`src/rtl/dmem_arbiter.sv`:
```
// dmem_arbiter: round-robin arbiter and bus sequencer for the shared
// data-memory port between the CPU MEM stage and a DMA/debug master.
//
// state    | meaning
// ---------+--------------------------------------------------------
// IDLE     | no bus cycle; arbitrate between unmasked requesters
// BUSY_CPU | CPU transaction on the bus, waiting for mem_rdy/timeout
// BUSY_DMA | DMA transaction on the bus, waiting for mem_rdy/timeout
module dmem_arbiter #(
    parameter int AW      = 32,
    parameter int DW      = 32,
    parameter int TIMEOUT = 15
) (
    input  logic          clk,
    input  logic          rst,
    input  logic          cpu_req,
    input  logic [AW-1:0] cpu_addr,
    input  logic [DW-1:0] cpu_wdata,
    input  logic          cpu_we,
    input  logic [3:0]    cpu_be,
    output logic          cpu_ack,
    output logic          cpu_err,
    output logic [DW-1:0] cpu_rdata,
    output logic          cpu_stall,
    input  logic          dma_req,
    input  logic [AW-1:0] dma_addr,
    input  logic [DW-1:0] dma_wdata,
    input  logic          dma_we,
    input  logic [3:0]    dma_be,
    output logic          dma_ack,
    output logic          dma_err,
    output logic [DW-1:0] dma_rdata,
    output logic          mem_sel,
    output logic [AW-1:0] mem_addr,
    output logic [DW-1:0] mem_wdata,
    output logic          mem_we,
    output logic [3:0]    mem_be,
    input  logic [DW-1:0] mem_rdata,
    input  logic          mem_rdy
);

    localparam int CW = $clog2(TIMEOUT) + 1;

    typedef enum logic [1:0] {IDLE, BUSY_CPU, BUSY_DMA} state_t;

    state_t        state_q, state_d;
    logic [CW-1:0] cnt_q, cnt_d;
    logic          last_dma_q, last_dma_d;   // 1: most recent grant went to DMA
    logic          mem_sel_q, mem_sel_d;
    logic [AW-1:0] mem_addr_q, mem_addr_d;
    logic [DW-1:0] mem_wdata_q, mem_wdata_d;
    logic          mem_we_q, mem_we_d;
    logic [3:0]    mem_be_q, mem_be_d;
    logic          cpu_ack_q, cpu_ack_d, cpu_err_q, cpu_err_d;
    logic          dma_ack_q, dma_ack_d, dma_err_q, dma_err_d;
    logic [DW-1:0] cpu_rdata_q, cpu_rdata_d, dma_rdata_q, dma_rdata_d;

    logic cpu_elig, dma_elig, grant_cpu, grant_dma, tmo;

    // A requester being acked this cycle still holds req; mask it so it is not re-granted.
    assign cpu_elig  = cpu_req & ~cpu_ack_q;
    assign dma_elig  = dma_req & ~dma_ack_q;
    assign grant_cpu = cpu_elig & (~dma_elig | last_dma_q);
    assign grant_dma = dma_elig & ~grant_cpu;
    assign tmo       = ~mem_rdy & (cnt_q == CW'(TIMEOUT - 1));

    // State and datapath registers with asynchronous reset.
    always_ff @(posedge clk or posedge rst) begin
        if (rst) begin
            state_q     <= IDLE;
            cnt_q       <= '0;
            last_dma_q  <= 1'b1;
            mem_sel_q   <= 1'b0;
            mem_addr_q  <= '0;
            mem_wdata_q <= '0;
            mem_we_q    <= 1'b0;
            mem_be_q    <= '0;
            cpu_ack_q   <= 1'b0;
            cpu_err_q   <= 1'b0;
            cpu_rdata_q <= '0;
            dma_ack_q   <= 1'b0;
            dma_err_q   <= 1'b0;
            dma_rdata_q <= '0;
        end else begin
            state_q     <= state_d;
            cnt_q       <= cnt_d;
            last_dma_q  <= last_dma_d;
            mem_sel_q   <= mem_sel_d;
            mem_addr_q  <= mem_addr_d;
            mem_wdata_q <= mem_wdata_d;
            mem_we_q    <= mem_we_d;
            mem_be_q    <= mem_be_d;
            cpu_ack_q   <= cpu_ack_d;
            cpu_err_q   <= cpu_err_d;
            cpu_rdata_q <= cpu_rdata_d;
            dma_ack_q   <= dma_ack_d;
            dma_err_q   <= dma_err_d;
            dma_rdata_q <= dma_rdata_d;
        end
    end

    // Next-state: grant from IDLE, return on ready or timeout.
    always_comb begin
        state_d = state_q;
        case (state_q)
            IDLE: begin
                if (grant_cpu)      state_d = BUSY_CPU;
                else if (grant_dma) state_d = BUSY_DMA;
            end
            BUSY_CPU, BUSY_DMA: begin
                if (mem_rdy || tmo) state_d = IDLE;
            end
            default: state_d = IDLE;
        endcase
    end

    // Outputs and datapath: latch fields at grant, complete or abort the bus cycle.
    always_comb begin
        cnt_d       = cnt_q;
        last_dma_d  = last_dma_q;
        mem_sel_d   = mem_sel_q;
        mem_addr_d  = mem_addr_q;
        mem_wdata_d = mem_wdata_q;
        mem_we_d    = mem_we_q;
        mem_be_d    = mem_be_q;
        cpu_ack_d   = 1'b0;
        cpu_err_d   = 1'b0;
        cpu_rdata_d = '0;
        dma_ack_d   = 1'b0;
        dma_err_d   = 1'b0;
        dma_rdata_d = '0;
        case (state_q)
            IDLE: begin
                if (grant_cpu || grant_dma) begin
                    mem_sel_d   = 1'b1;
                    cnt_d       = '0;
                    last_dma_d  = grant_dma;
                    mem_addr_d  = grant_cpu ? cpu_addr  : dma_addr;
                    mem_wdata_d = grant_cpu ? cpu_wdata : dma_wdata;
                    mem_we_d    = grant_cpu ? cpu_we    : dma_we;
                    mem_be_d    = grant_cpu ? cpu_be    : dma_be;
                end
            end
            BUSY_CPU, BUSY_DMA: begin
                if (mem_rdy || tmo) begin
                    mem_sel_d = 1'b0;
                    if (state_q == BUSY_CPU) begin
                        cpu_ack_d   = 1'b1;
                        cpu_err_d   = tmo;
                        cpu_rdata_d = (mem_rdy && !mem_we_q) ? mem_rdata : '0;
                    end else begin
                        dma_ack_d   = 1'b1;
                        dma_err_d   = tmo;
                        dma_rdata_d = (mem_rdy && !mem_we_q) ? mem_rdata : '0;
                    end
                end else if (cnt_q != '1) begin
                    cnt_d = cnt_q + CW'(1);
                end
            end
            default: ;
        endcase
    end

    assign cpu_ack   = cpu_ack_q;
    assign cpu_err   = cpu_err_q;
    assign cpu_rdata = cpu_rdata_q;
    assign dma_ack   = dma_ack_q;
    assign dma_err   = dma_err_q;
    assign dma_rdata = dma_rdata_q;
    assign cpu_stall = cpu_req & ~cpu_ack_q;
    assign mem_sel   = mem_sel_q;
    assign mem_addr  = mem_addr_q;
    assign mem_wdata = mem_wdata_q;
    assign mem_we    = mem_we_q;
    assign mem_be    = mem_be_q;

endmodule

```
`config.mk`:
```
export PLATFORM = sky130hd
export DESIGN_NAME = dmem_arbiter
export DESIGN_NICKNAME = d
export VERILOG_FILES = /design/src/rtl/dmem_arbiter.sv
export SDC_FILE = /design/constraint.sdc
export NUM_CORES = 1
export LEC_CHECK = 0
export ABC_AREA = 1
export CAP_MARGIN = 20
export CORE_MARGIN = 2
export CORE_UTILIZATION = 30
export CTS_CLUSTER_SIZE = 24
export DETAILED_ROUTE_END_ITERATION = 16
export GPL_TIMING_DRIVEN = 0
export REMOVE_ABC_BUFFERS = 1
export SLEW_MARGIN = 20
export SYNTH_ARGS = -nofsm -noshare
export SYNTH_HDL_FRONTEND = slang
export SYNTH_SLANG_ARGS = --single-unit
```
`constraint.sdc`:
```
create_clock -name clk -period 11.05 [get_ports clk]
set_input_delay 2.21 -clock clk [delete_from_list [all_inputs] [get_ports clk]]
set_output_delay 2.21 -clock clk [all_outputs]
set_load 0.005 [all_outputs]
```
After elaboration in Yosys (flattened, before gate mapping)

Index checks and enable logic that the tools add are counted.
Widths: inputs -> output; s select.

Multiplexer cells: 34
Add/subtract/negate cells: 1
Div/mod/pow operators: 0
Magnitude comparators: 0
Equality and inequality tests: 9
Reductions and logical operators: 11
$mul: 0
Bitwise gates (word level): 11
Shifts and indexed selects: 0

Operators by type and width:

| cell                | number |
|---|---|
| $mux 32             | 9 |
| $mux 1              | 15 |
| $mux 5              | 3 |
| $pmux 5 s2          | 1 |
| $ne 2x2->1 const B  | 4 |
| $mux 2              | 3 |
| $add 5x1->5 const B | 1 |
| $and 1x1->1         | 5 |
| $eq 5x4->1 const B  | 1 |
| $ne 5x5->1 const B  | 1 |
| $not 1->1           | 5 |
| $mux 4              | 1 |
| $pmux 2 s2          | 1 |
| $reduce_and 2->1    | 2 |
| $reduce_and 4->1    | 1 |
| $ne 3x3->1 const B  | 1 |
| $reduce_and 3->1    | 1 |
| $eq 2x1->1 const B  | 1 |
| $eq 2x2->1 const B  | 1 |
| $logic_not 2->1     | 1 |
| $logic_or 1x1->1    | 2 |
| $pmux 1 s2          | 1 |
| $reduce_bool 2->1   | 1 |
| $reduce_or 2->1     | 1 |
| 3 further kinds     | 3 |

RAM bits: 0
Memories: 0
Logic and storage cells: 80
Register bits: 146
Latch bits: 0
ROM bits: 0

Logic depth before layout (Yosys ltp)

Gate-level depths: netlist of run 1.

Depth in word-level cells: 10
Mapped depth: 10

Worst setup path after synthesis of run 1

Ideal clock, no wire load.

Path type: input port to output port
From: input cpu_req
To: output cpu_stall
Required time: 8840 ps
Buffers on the path: 0
Stages on the path: 2
Data arrival time: 2349 ps
Path slack: 6491 ps
Cells stage by stage: nand2_1 inv_2

Word-level cells in the longest chain between the ends: 1

RTL lines:

| what            | RTL line | source |
|---|---|---|
| start, declared | 16       | `input logic cpu_req,` |
| $and 1x1->1     | 170      | `assign cpu_stall = cpu_req & ~cpu_ack_q;` |
| end, declared   | 24       | `output logic cpu_stall,` |

No other way between the ends.

Worst setup path in the final report of run 1

Ends and elaborated chain as after synthesis.

==> results of run 1 <==
-- worst paths after layout --
path	start	endpoint	slack, ns	cells past startpoint
max reg2reg	state_q[0]$_DFFE_PP0P_	state_q[1]$_DFFE_PP0P_	8.87	6
max in group asynchronous	rst	last_dma_q$_DFFE_PP1P_	8.03	3
max	cpu_req	cpu_stall	5.50	4
min reg2reg	mem_sel$_DFFE_PP0P_	mem_sel$_DFFE_PP0P_	0.47	2
min	mem_sel$_DFFE_PP0P_	mem_sel$_DFFE_PP0P_	0.47	2
min in group asynchronous	rst	mem_wdata[3]$_DFFE_PP0P_	2.21	2
-- state kept, by name (all words and copies together), names as in the netlist --
signal / flops
cpu_rdata: 32
dma_rdata: 32
mem_addr: 32
mem_wdata: 32
cnt_q: 5
mem_be: 4
state_q: 2
cpu_ack: 1
cpu_err: 1
dma_ack: 1
dma_err: 1
last_dma_q: 1
mem_sel: 1
mem_we: 1
-- cells in the final DEF (no fill, tap or decap), drive strengths merged --
master         synthesis  layout
nand3                 11      11
dfstp                  1       1
a21oi                139     139
ha                     5       5
o21ai                  4       4
clkdlybuf4s50          0     313
nand2                136     136
inv                   19      21
nor2                 143     143
clkinv                 0       4
buf                   36       4
o22ai                  1       1
clkbuf                 1      21
clkinvlp               0       5
dfrtp                145     145
a21boi                 1       1
-- where the power goes --
group / leakage, nW / switching, mW / total (mW) / internal (mW)
clock network: 0.246 / 0.233 / 0.527 / 0.294
registers: 1.84 / 0.0780 / 0.773 / 0.695
logic: 2.04 / 0.526 / 0.998 / 0.473
total: 4.13 / 0.837 / 2.30 / 1.46
-- per-layer routing --
layer	GRT usage [%]	up-vias	part of all wire [%]
li1	-	2667	-
met1	22.8	2577	40
met2	30.8	248	46
met3	9.00	25	13
met4	6.24	0	1.6
met5	0	-	0
-- layout make-up --
class / count / area (um2) / share of cell area (%)
clock buffer: 21 / 450 / 4.60
timing repair buffer: 317 / 3230 / 33.0
clock inverter: 11 / 82.6 / 0.844
multi-input combinational: 440 / 1950 / 20.0
sequential: 146 / 3650 / 37.4
tap: 265 / 332 / 3.39
inverter: 19 / 83.8 / 0.857
-- critical path, cell delays in order --
cell	delay, ns
clkdlybuf4s50_1	0.45
nand2_1	0.09
inv_2	0.09
clkdlybuf4s50_1	0.50
-- cell families (layout without fill, tap and decap cells) --
family | Yosys count | count (layout)
AOI/OAI and AO/OA | 145 | 145
adders and majority gates | 5 | 5
buffers and inverters | 56 | 368
DFF | 146 | 146
and+or+nand+nor | 290 | 290
-- metrics by stage --
| step | instances | utilization [%] |
|---|---|---|
| global route | 1219 | 50.6 |
| global placement | 1183 | 47.2 |
| floorplan | 605 | - |
| CTS | 1219 | 50.6 |
| finish | 1219 | 50.6 |
| detailed placement | 1187 | 47.8 |
==> results.sh, run 1 <==
export IMPL_antenna_cells=0
export IMPL_grt_pass1_wl_um=30100
export IMPL_setup_viol=0
export IMPL_period_share_pct=50.3
export IMPL_first_iter_violations=185
export IMPL_root_buffer="clkbuf_16"
export IMPL_wl_per_cell_um=16.4
export IMPL_critPathLaunchType="input pin"
export IMPL_h_tree_depth=4
export IMPL_grt_pass1_vias=5472
export IMPL_whs_ns=0.475
export IMPL_cts_inserted_buffers=17
export IMPL_synth_adder_area_share_pct=1.07
export IMPL_start_util_pct=30.4
export IMPL_dpl_cell_area_um2=9250
export IMPL_synth_area_leaders="dfrtp_1, a21oi_1, nor2_1"
export IMPL_synth_most_common_cell="dfrtp_1"
export IMPL_core_area_um2=19300
export IMPL_ir_worst_vdd_mv=0.104
export IMPL_finalHoldViolCount=0
export IMPL_power_leakage_nw=4.13
export IMPL_critPathKind="input pin to output pin"
export IMPL_synthCells=642
export IMPL_drt_antenna_violating_nets=0
export IMPL_ys_seq_area_share_pct=62.2
export IMPL_synth_xor_area_share_pct=0
export IMPL_io_buffers=313
export IMPL_skew_ns=0.0109
export IMPL_power_mw=2.30
export IMPL_outcome="completed"
export IMPL_fillers=1820
export IMPL_yosysTopAreaCell="dfrtp_1"
export IMPL_crit_arrival_ns=3.34
export IMPL_place_congestion=0.737
export IMPL_grt_usage_pct=19.2
export IMPL_cts_sinks=146
export IMPL_synth_edf_count=0
export IMPL_synth_cell_types=19
export IMPL_grt_max_degree=89
export IMPL_post_cts_buffers=0
export IMPL_yosysTopAreaCellShare_pct=61.8
export IMPL_dr_pass1_iters=4
export IMPL_via_per_inst=4.53
export IMPL_stdcell_area_um2=9780
export IMPL_rows=51
export IMPL_ctsResizeCount=0
export IMPL_rsz0062_at_grt="false"
export IMPL_final_max_slew_viol_count=0
export IMPL_drc=0
export IMPL_top_level_ports=314
export IMPL_synth_main_ff_cell="dfrtp_1"
export IMPL_netlist_area_um2=5870
export IMPL_hp_class="flop to flop"
export IMPL_synth_compound_area_share_pct=12.5
export IMPL_drive_gt1_share_pct=5.87
export IMPL_crit_path_end_kind="output pin"
export IMPL_hpwl_um=13500
export IMPL_insertion_delay_ns=0.42
export IMPL_dr_total_vias=5517
export IMPL_tns_ns=0
export IMPL_slew_headroom_pct=42.6
export IMPL_min_period_ns=5.55
export IMPL_antenna_found_initial=0
export IMPL_wl_um=20000
export IMPL_synthMuxAreaShare_pct=0
export IMPL_fin_nets=1121
export IMPL_synth_seq_cells=146
export IMPL_overflow=0
export IMPL_clock_path_buffers=2
export IMPL_power_per_cell_area_nw_per_um2=235
export IMPL_die_h_um=144
export IMPL_dieArea_um2=20700
export IMPL_fmax_ghz=0.180
export IMPL_synth_top_family_by_area="simple AND/OR/NAND/NOR gates"
export IMPL_path_max_fanout=3
export IMPL_maxCapViolCount=0
export IMPL_die_w_um=144
export IMPL_syn_to_final_growth_pct=66.6
export IMPL_synthSimpleGateAreaFrac_pct=19.4
export IMPL_async_flop_share_pct=100
export IMPL_ys_warn_count=0
export IMPL_worst_pin_slew_ns=0.860
export IMPL_setup_slack_ns=5.50
export IMPL_cts_tree="yes"
export IMPL_crit_required_ns=8.84
export IMPL_netlist_top_cells_count="dfrtp_1, a21oi_1, nor2_1"
export IMPL_avgSynthCellArea_um2=9.15
export IMPL_pre_cts_slack_ns=5.48
export IMPL_cts_hold_buf=0
export IMPL_path_clk_slew_ns=0.06
Note: power is estimated with default switching activity, not from simulation.
==> run 2, diff against run 1 <==
--- a/config.mk
+++ b/config.mk
@@ -12,6 +12,7 @@
 export CTS_CLUSTER_SIZE = 24
 export DETAILED_ROUTE_END_ITERATION = 16
 export GPL_TIMING_DRIVEN = 0
+export PLACE_DENSITY = 0.67
 export REMOVE_ABC_BUFFERS = 1
 export SLEW_MARGIN = 20
 export SYNTH_ARGS = -nofsm -noshare
==> constraint.sdc (replaced) <==
create_clock -name clk -period 4.9 [get_ports clk]
set_input_delay 0.98 -clock clk [delete_from_list [all_inputs] [get_ports clk]]
set_output_delay 0.98 -clock clk [all_outputs]
set_load 0.005 [all_outputs]
==> run 2 against run 1 <==
Compared with the run above:
- setup slack worse by 3.7 ns
- die area stayed put
- largest cell class unchanged
- highest routed layer unchanged
- critical path depth stayed put
- critical path type unchanged
- clock power is 150% higher
- worst hold slack better by 0.0040 ns
- global-route usage is 0.94 points lower
- wire length is 3.5% lower
- combinational power is 130% higher
- sequential power is 130% higher
- non-clock buffer count is 1 higher
==> results.sh, run 2 (synthesis results as in run 1) <==
export IMPL_root_buffer="clkbuf_16"
export IMPL_top_level_ports=314
export IMPL_power_per_cell_area_nw_per_um2=539
export IMPL_grt_max_degree=84
export IMPL_insertion_delay_ns=0.42
export IMPL_wl_um=19300
export IMPL_multi_input_area_um2=1950
export IMPL_path_max_fanout=3
export IMPL_die_w_um=144
export IMPL_path_clk_slew_ns=0.06
export IMPL_dr_pass1_iters=4
export IMPL_power_frac_seq_pct=32.7
export IMPL_highest_layer="met4"
export IMPL_grt_usage_pct=18.2
export IMPL_antenna_found_initial=0
export IMPL_cts_hold_buf=0
export IMPL_fin_util_pct=51.0
export IMPL_met1_length_um=7820
export IMPL_die_h_um=144
export IMPL_maxCapViolCount=0
export IMPL_seq_area_um2=3650
export IMPL_reg2reg_depth=6
export IMPL_rrSetupSlack_ns=2.89
export IMPL_outcome="completed"
export IMPL_via_per_inst=4.51
export IMPL_crit_path_end="cpu_stall"
export IMPL_cts_tree="yes"
export IMPL_rows=51
export IMPL_combPwrFrac_pct=42.7
export IMPL_layout_commonest_cell="clkdlybuf4s50_1"
export IMPL_tns_ns=0
export IMPL_route_met3_wl_um=2380
export IMPL_p_clk_share_pct=24.6
export IMPL_min_period_ns=3.11
export IMPL_antenna_cells=0
export IMPL_ctsResizeCount=0
export IMPL_crit_path_end_kind="output pin"
export IMPL_drt_antenna_violating_nets=0
export IMPL_cts_sinks=146
export IMPL_setup_viol=0
export IMPL_period_share_pct=63.4
export IMPL_cts_inserted_buffers=17
export IMPL_p_sw_share_pct=36.5
export IMPL_overflow=0
export IMPL_critPathLaunchType="input pin"
export IMPL_fin_nets=1122
export IMPL_fillers=1765
export IMPL_skew_ns=0.00525
export IMPL_drive_gt1_share_pct=6.28
export IMPL_critPathKind="input pin to output pin"
export IMPL_clock_path_buffers=2
export IMPL_io_buffers=313
export IMPL_crit_arrival_ns=2.13
export IMPL_dr_wl_met2_um=8860
export IMPL_fmax_ghz=0.322
export IMPL_drc=0
export IMPL_first_iter_violations=203
export IMPL_worst_pin_slew_ns=0.809
export IMPL_syn_to_final_growth_pct=67.9
export IMPL_dpl_cell_area_um2=9270
export IMPL_grt_pass1_wl_um=28900
export IMPL_dieArea_um2=20700
export IMPL_hpwl_um=13200
export IMPL_r2r_start="state_q[0]$_DFFE_PP0P_"
export IMPL_hp_class="flop to flop"
export IMPL_post_cts_buffers=0
export IMPL_rsz0062_at_grt="false"
export IMPL_critPathLaunch="cpu_req"
export IMPL_switching_power_mw=1.94
export IMPL_grt_pass1_vias=5444
export IMPL_ir_worst_vdd_mv=0.274
export IMPL_wl_per_cell_um=15.8
export IMPL_place_congestion=0.775
export IMPL_layout_common_cells="clkdlybuf4s50_1, dfrtp_1, a21oi_1"
export IMPL_p_int_mw=3.37
export IMPL_finalHoldViolCount=0
export IMPL_dr_total_vias=5497
export IMPL_crit_required_ns=3.92
export IMPL_worst_r2r_endpoint="dma_rdata[8]$_DFF_PP0_"
export IMPL_slew_headroom_pct=46.1
export IMPL_h_tree_depth=4
export IMPL_power_leakage_nw=4.17
export IMPL_final_max_slew_viol_count=0
export IMPL_start_util_pct=30.4
export IMPL_stdcell_area_um2=9860
export IMPL_whs_ns=0.479
export IMPL_core_area_um2=19300
[run 2: worst min-delay path by stage]
stage | cells past startpoint | startpoint | endpoint
final | 2 | mem_sel$_DFFE_PP0P_ | mem_sel$_DFFE_PP0P_
after global routing | 2 | mem_sel$_DFFE_PP0P_ | mem_sel$_DFFE_PP0P_
after CTS | 2 | mem_sel$_DFFE_PP0P_ | mem_sel$_DFFE_PP0P_
after detailed placement | 2 | mem_sel$_DFFE_PP0P_ | mem_sel$_DFFE_PP0P_
after global placement | 2 | mem_sel$_DFFE_PP0P_ | mem_sel$_DFFE_PP0P_
after floorplan | 2 | state_q[1]$_DFFE_PP0P_ | state_q[1]$_DFFE_PP0P_
[run 2: power groups by stage]
stage / Sequential (mW) / Combinational (mW) / Clock [mW]
after floorplan: 1.79 / 0.982 / 0
after global placement: 1.75 / 2.23 / 0
after detailed placement: 1.76 / 2.30 / 0
after CTS: 1.74 / 2.31 / 1.35
after global routing: 1.78 / 2.50 / 1.39
final: 1.74 / 2.27 / 1.31
[run 2: routing by layer]
layer  global-route usage (%)  vias to the layer above
met5                        0                        -
met3                     9.33                       16
met1                     21.4                     2600
met4                     5.52                        0
li1                         -                     2661
met2                     29.1                      220
[run 2: cell type report]
type                    count  area share (%)
clock buffers              17            4.31
clock inverters            15            1.66
inverters                  19           0.850
multi-input cells         440            19.8
flip-flops and latches    146            37.1
well taps                 265            3.36
repair buffers            318            32.9
[run 2: metrics by stage]
step                setup WS, ns  total power, mW  cells
finish                      1.79             5.31   1220
global route                1.78             5.68   1220
CTS                         1.78             5.40   1220
detailed placement          1.78             4.06   1188
global placement           -2.27             3.98   1183
floorplan               -0.00133             2.77    605
[run 2: critical path: stages]
cell             delay, ns
clkdlybuf4s50_1       0.45
nand2_1               0.09
inv_2                 0.09
clkdlybuf4s50_1       0.51
==> run 3, diff against run 2 <==
==> constraint.sdc (replaced) <==
create_clock -name clk -period 2.7 [get_ports clk]
set_input_delay 0.54 -clock clk [delete_from_list [all_inputs] [get_ports clk]]
set_output_delay 0.54 -clock clk [all_outputs]
set_load 0.005 [all_outputs]
==> results of run 3 <==
Same layout as run 2 (identical final DEF). Status: completed.
Main changes from that run: setup slack after placement 1.78 ns -> 0.243 ns; setup slack after layout 1.79 ns -> 0.474 ns; register-to-register setup slack 2.89 ns -> 0.69 ns; total power 5.31 mW -> 9.64 mW; worst IR drop on VDD 0.274 mV -> 0.497 mV
